===== src/rtl/cci_mpf_csr_event_ctrs.sv =====
// cci_mpf_csr_event_ctrs
//
// Event counter bank for the MPF CSR manager. Each event input drives a
// saturating counter with a sticky overflow flag. Counters are read through a
// fixed two-stage pipeline (no backpressure) and cleared individually or all
// at once. A clear wins over a same-cycle event on the same counter, and a read
// always observes the state from before the current edge's update.

module cci_mpf_csr_event_ctrs #(
  parameter int N_EVENTS  = 13,
  parameter int CTR_WIDTH = 48,
  parameter int IDX_W     = (N_EVENTS > 1) ? $clog2(N_EVENTS) : 1
) (
  input  logic                clk,
  input  logic                reset_n,

  input  logic [N_EVENTS-1:0] ev_in,
  input  logic                ev_enable,

  input  logic                clr_valid,
  input  logic                clr_all,
  input  logic [IDX_W-1:0]    clr_idx,

  input  logic                rd_valid,
  input  logic [IDX_W-1:0]    rd_idx,
  input  logic [8:0]          rd_tid,

  output logic                rsp_valid,
  output logic [63:0]         rsp_data,
  output logic [8:0]          rsp_tid,
  output logic                rsp_err
);

  typedef logic [CTR_WIDTH-1:0] ctr_t;

  localparam ctr_t CTR_MAX = '1;
  localparam ctr_t CTR_ONE = ctr_t'(1);

  // Counter state
  ctr_t                cnt_q [N_EVENTS];
  logic [N_EVENTS-1:0] ovf_q;

  // Per-counter clear decode
  logic [N_EVENTS-1:0] clr_hit;

  // Read-side selection of the pre-update counter state
  logic [63:0]         rd_word;
  logic                rd_err;

  // Read pipeline stage 1
  logic                s1_valid;
  logic [63:0]         s1_data;
  logic [8:0]          s1_tid;
  logic                s1_err;

  // Decode which counters a clear request targets; an out-of-range clr_idx
  // matches no counter and so has no effect.
  always_comb begin
    // NOTE: every always_comb output gets a default before any conditional
    // assignment, otherwise an unassigned path infers a latch.
    clr_hit = '0;
    for (int i = 0; i < N_EVENTS; i++) begin
      clr_hit[i] = clr_valid && (clr_all || (int'(clr_idx) == i));
    end
  end

  // Saturating counters with sticky overflow; clear has priority over events.
  always_ff @(posedge clk or negedge reset_n) begin
    if (!reset_n) begin
      // NOTE: the counter array is architectural state with a defined reset
      // value, so it is reset explicitly here rather than inferred as a RAM.
      for (int i = 0; i < N_EVENTS; i++) begin
        cnt_q[i] <= '0;
      end
      ovf_q <= '0;
    end else begin
      for (int i = 0; i < N_EVENTS; i++) begin
        if (clr_hit[i]) begin
          cnt_q[i] <= '0;
          ovf_q[i] <= 1'b0;
        end else if (ev_enable && ev_in[i]) begin
          if (cnt_q[i] == CTR_MAX) begin
            ovf_q[i] <= 1'b1;
          end else begin
            // NOTE: sequential state uses non-blocking assignment so every
            // counter samples the same pre-edge values regardless of order.
            cnt_q[i] <= cnt_q[i] + CTR_ONE;
          end
        end
      end
    end
  end

  // Format the addressed counter as a 64-bit CSR word; out-of-range reads
  // select nothing and return zero with the error flag set.
  always_comb begin
    rd_err  = int'(rd_idx) >= N_EVENTS;
    rd_word = '0;
    for (int i = 0; i < N_EVENTS; i++) begin
      if (int'(rd_idx) == i) begin
        rd_word[CTR_WIDTH-1:0] = cnt_q[i];
        rd_word[63]            = ovf_q[i];
      end
    end
  end

  // Stage 1: capture the read result from the current (pre-update) state.
  always_ff @(posedge clk or negedge reset_n) begin
    if (!reset_n) begin
      s1_valid <= 1'b0;
      s1_data  <= '0;
      s1_tid   <= '0;
      s1_err   <= 1'b0;
    end else begin
      s1_valid <= rd_valid;
      if (rd_valid) begin
        s1_data <= rd_word;
        s1_tid  <= rd_tid;
        s1_err  <= rd_err;
      end
    end
  end

  // Stage 2: response strobe; payload holds its last value between strobes.
  always_ff @(posedge clk or negedge reset_n) begin
    if (!reset_n) begin
      rsp_valid <= 1'b0;
      rsp_data  <= '0;
      rsp_tid   <= '0;
      rsp_err   <= 1'b0;
    end else begin
      rsp_valid <= s1_valid;
      if (s1_valid) begin
        rsp_data <= s1_data;
        rsp_tid  <= s1_tid;
        rsp_err  <= s1_err;
      end
    end
  end

endmodule


===== config.mk =====
export PLATFORM = sky130hd
export DESIGN_NAME = cci_mpf_csr_event_ctrs
export DESIGN_NICKNAME = d
export VERILOG_FILES = /design/src/rtl/cci_mpf_csr_event_ctrs.sv
export SDC_FILE = /design/constraint.sdc
export NUM_CORES = 2
export LEC_CHECK = 0
export BUFFER_PORTS_ARGS = -buffer_cell sky130_fd_sc_hd__buf_2
export CORE_ASPECT_RATIO = 1.75
export CORE_UTILIZATION = 60
export CTS_BUF_LIST = sky130_fd_sc_hd__clkbuf_8
export DETAILED_ROUTE_END_ITERATION = 7
export PLACE_DENSITY = 0.77
export SYNTH_ARGS = -nofsm -noshare
export SYNTH_HDL_FRONTEND = slang
export SYNTH_SLANG_ARGS = --single-unit

===== constraint.sdc =====
create_clock -name clk -period 3.1 [get_ports clk]
set_input_delay 0.775 -clock clk [delete_from_list [all_inputs] [get_ports clk]]
set_output_delay 0.775 -clock clk [all_outputs]
set_load 0.01 [all_outputs]

* Word-level counts from Yosys, hierarchy flattened
Cells that the tools add are included.
** Word-level totals
- Flip-flop bits (word level) :: 757
- Latch bits :: 0
- Memory bits (writable) :: 0
- Bits in read-only memories :: 0
- Input port bits :: 36
- Output and inout bits :: 75
- Word-level logic and storage cells :: 295
- Memories kept :: 0
** Operators by class
- Add/sub/neg operators :: 13
- $mul :: 0
- Divide/modulo/power cells :: 0
- Order comparisons :: 1
- Equality and inequality tests :: 50
- Shifts and indexed selects :: 0
- Mux-type cells :: 104
- Bitwise logic cells :: 0
- Reductions and logical operators :: 93
** Operators by type and width (number)
- 2-to-1 mux 48 bit :: 52
- adder 48 x 1 -> 48 bit, second input constant :: 13
- == test 48 bit, second input constant :: 13
- == test 4 bit, second input constant :: 16
- 2-to-1 mux 1 bit :: 52
- AND reduction 2 bit :: 26
- nonzero test 2 bit :: 26
- logical AND 1 bit :: 26
- != test 2 bit, second input constant :: 13
- == test 4 x 3 -> 1 bit, second input constant :: 6
- logical OR 1 bit :: 13
- == test 4 x 2 -> 1 bit, second input constant :: 2
- logical NOT 4 bit :: 2
- >= comparator 4 bit, second input constant :: 1

* Depth between registers and ports, before layout
- Depth in word-level cells :: 14
- Depth in mapped cells :: 10
- Gate-level depth less buffers :: 7

* Worst setup path after synthesis
Ideal clock, no wire load.
- Kind :: input to register
- Start :: input port rd_idx[0]
- End :: register s1_data[41]
- Arrival time :: 2489 ps
- Required time :: 2966 ps
- Setup slack :: 477 ps
- Cell stages on the path :: 8
- Path through :: buf_2 > buf_2 > buf_1 > clkbuf_1 > buf_1 > o22ai_1 > a221oi_1 > a31oi_1
** On the way
- Longest elaborated chain between the ends :: 14
- Elaborated cells between the ends (all ways) :: 26
** Ends and longest elaborated chain
- start: declaration :: RTL line 25 : input logic [IDX_W-1:0] rd_idx,
- logical NOT 4 bit :: RTL line 100 : if (int'(rd_idx) == i) begin
- 2-to-1 mux 48 bit (12 in a row) :: RTL line 100
- 2-to-1 mux 48 bit (*) :: RTL line 100
- end signal: assignment :: RTL line 117 : s1_data <= rd_word;
- end: declaration :: RTL line 52 : logic [63:0] s1_data;
Every way passes the cells marked *; elsewhere a longest branch is shown, timed or not.
A chain may end at the register's enable or synchronous reset.

* Final worst setup path
- Start :: register cnt_q[229] (netlist bit)
- End :: register cnt_q[211] (netlist bit)
** On the way
- Longest elaborated chain between the ends :: 3
** Ends and longest elaborated chain
- start: declaration :: RTL line 40 : ctr_t cnt_q [N_EVENTS];
- start signal: indexed assignment :: RTL line 87 : cnt_q[i] <= cnt_q[i] + CTR_ONE;
- == test 48 bit :: RTL line 82 : if (cnt_q[i] == CTR_MAX) begin
- != test 2 bit (no line)
- AND reduction 2 bit (no line)
No other way between the ends.

==> flow_summary.yaml <==
yosys:
  synth_common_cells: "dfrtp_1, nor2_1, nand2_1, a21oi_1, o21ai_0"
  yosysSeqAreaShare_pct: 42.14
  synth_top_area_cell: "dfrtp_1"
  syn_area_per_cell_sq_um: 8.731
  ys.flop_type: "dfrtp_1"
  synthTopCellsByArea: "dfrtp_1, nor2_1, a21oi_1"
  postSynth.asyncResetShare_pct: 100.0
  synth_seq_cells: 757
  yosysWarnings: 0
  synth_edf_count: 0
  syn_area_sq_um: 44950
  syn_inst: 5149
  yosys.area.top_type_share_pct: 42.14
  yosysMostFrequentCell: "dfrtp_1"
  post_synth_num_cell_types: 97
placed_design:
  dp_hpwl_um: 159500
  io_buffer_count: 95
  gp_congestion: 1.149
  dpl_cell_area_sq_um: 48840
cts:
  htree_num_levels: 3
  clock_latency_ns: 0.87
  cts_root_buffer: "clkbuf_8"
  clk_pin_slew_ns: 0.07
  ctsLongestPathBuffers: 3
  cts.sinks: 757
  cts_made_buffers: 110
  cts_tree: "built"
final_layout:
  final_core_util_pct: 69.51
  area_growth_pct: 14.41
  stdcell_area_sq_um: 51430
  finalNetCount: 5486
  layout-drive-gt1-share_pct: 16.10
critical_path:
  r2r_cells: 6
  startpoint_type: "register"
  worst-endpoint-arrival_ns: 3.77
  slowest_delay_ns: 0.67
  r2r-start: "cnt_q[229]"
  worst-setup-path-type: "reg -> reg"
  crit_path_cell_trace: "inv_1 -> or4_1 -> or4_4 -> o21ai_0 -> o21ai_0 -> a21oi_1"
  startpoint: "cnt_q[229]"
  critPathCapture: "cnt_q[211]"
  required_ns: 3.85
  cpMostUsedCell: "o21ai_0"
  path_max_fanout: 4
  reg2reg_to: "cnt_q[211]"
  r2r_setup_slack_ns: 0.09
  crit_path_end_kind: "register"
  critPathSlowestCell: "dfrtp_1"
timing:
  skew_ns: 0.04746
  finalHoldViolations: 0
  clock.fmax_ghz: 0.3318
  fin_crit_ns: 3.014
  tightestPinTransition_ns: 1.327
  slew_headroom_pct: 10.57
  fin_setup_tns_ns: 0
  finalMaxSlewViolations: 0
  rsz0062_at_grt: "no"
  finalSetupViolations: 0
  fin_crit_sh_pct: 97.22
floorplan:
  num_rows: 132
  num_io_pins: 111
  initial_core_util_pct: 60.76
  core_sq_um: 73990
  die_area_sq_um: 76070
  die_width_um: 208.9
  die_h_um: 364.1
min_path:
  hold_class: "in -> reg"
pwr:
  power.density_nw_per_um2: 445.6
  p_leak_nw: 20.94
  ir_drop_mv: 0.4175
global_route:
  grt_pass1_vias: 46420
  grt_max_degree: 112
  grt_pass1_wl_um: 312300
  antenna_found_initial: 23
  grt_overflow: 0
  grtUsageTotal_pct: 56.53
route:
  drc: 0
  postRouteWirelength_um: 212100
  avgRoutedWirePerCell_um: 32.74
  drtPass1Iterations: 8
  viasPerCell: 7.382
  drt_iter0_markers: 6786
  vias: 47820
  ant_nets: 0
outcome:
  status: "finished clean"
job:
  drv_cap: 0
[cell families after synthesis]
group	count (synthesis)	synth area share [%]
and+or+nand+nor	2216	26.10
AOI/OAI and AO/OA	1336	19.07
DFF	757	42.14
buffers and inverters	424	3.894
xor gates and xnor gates	276	5.377
muxes	126	3.053
adders and majority gates	13	0.3618
other	1	0.008342
[layout by cell type, fill, tap and decap left out, types with 19 or more instances in the layout]
cell type and count:
a211oi_1 53, a21oi_1 404, a221oi_1 40, a22o_1 20, a22oi_1 63, a31o_2 28, a31oi_1 49, a41o_1 24
and2_1 41, and3_1 111, and4_1 69, buf_12 36, buf_2 92, buf_4 376, clkbuf_8 142, clkinv_2 20
dfrtp_1 756, inv_1 98, mux2_2 89, mux2i_1 37, nand2_1 414, nand3_1 229, nand4_1 227, nor2_1 543
nor3_1 95, nor4_1 74, nor4b_1 19, o211ai_1 37, o21ai_0 281, o21ai_1 20, o22ai_1 70, o31ai_1 93
or3_1 155, or4_1 125, xnor2_1 175, xor2_1 101
[flip-flops by register name, summed over array words and instances (netlist names)]
signal	flops
s1_data	49
rsp_data	49
s1_err	1
s1_valid	1
rsp_tid	9
s1_tid	9
cnt_q	624
rsp_valid	1
rsp_err	1
ovf_q	13
[through the flow]
step / total power [mW] / setup slack [ns] / hold WS [ns] / cells
floorplan: 11.99 / 0.4768 / 0.3519 / 5163
global placement: 13.42 / -0.02037 / 0.4820 / 6261
detailed placement: 13.49 / -0.05480 / 0.4898 / 6261
CTS: 22.64 / 0.1883 / 0.1523 / 6464
global route: 23.44 / 0.08104 / 0.1234 / 6469
finish: 22.92 / 0.08607 / 0.1552 / 6478
[what timing repair did]
action                                 CTS  global route
gates resized for setup                  0             3
buffers inserted                         0             1
setup endpoints to repair                0            16
hold buffers                             1             0
endpoints found under the hold margin   33             0
[worst min-delay path by stage]
stage / slack, ns / cells past startpoint / endpoint / startpoint
after global placement: 0.48 / 1 / rsp_tid[0] / s1_tid[0]
after CTS: 0.15 / 2 / s1_tid[3] / rd_tid[3]
after floorplan: 0.35 / 0 / rsp_valid / s1_valid
final: 0.16 / 2 / s1_tid[4] / rd_tid[4]
after global routing: 0.12 / 2 / s1_tid[0] / rd_tid[0]
after detailed placement: 0.49 / 1 / rsp_data[28] / rsp_data[28]
[where the power goes]
group / internal [mW] / total [mW] / switching, mW / leakage [nW]
Clock: 4.98 / 9.40 / 4.42 / 1.37
Sequential: 10.3 / 10.9 / 0.629 / 10.3
Combinational: 0.915 / 2.63 / 1.71 / 9.24
[area by class of cell]
| type | count | area [sq um] |
|---|---|---|
| Antenna cell | 13 | 32.53 |
| Clock buffer | 142 | 1954 |
| Clock inverter | 60 | 571.8 |
| Fill cell | 5805 | 22560 |
| Inverter | 80 | 300.3 |
| Multi-Input combinational cell | 3982 | 24430 |
| Sequential cell | 757 | 18940 |
| Tap cell | 938 | 1174 |
| Timing Repair Buffer | 506 | 4029 |
[per-layer routing]
metal | wire length (um) | track usage [%] | vias up
met2 | 94840 | 87.68 | 3573
met1 | 62160 | 54.31 | 22820
met5 | 121 | 0.8940 | -
met3 | 22320 | 19.01 | 1495
met4 | 32640 | 68.83 | 12
li1 | - | - | 19920
[worst max-delay path, delay by kind of cell (launching register included)]
kind                   cells  cell delay [ns]
AO/OA/AOI/OAI              3             0.87
buffers and inverters      1             0.13
AND/OR/NAND/NOR            2             1.26
flip-flops                 1             0.67
No activity file was read; power rests on OpenSTA's default activity.
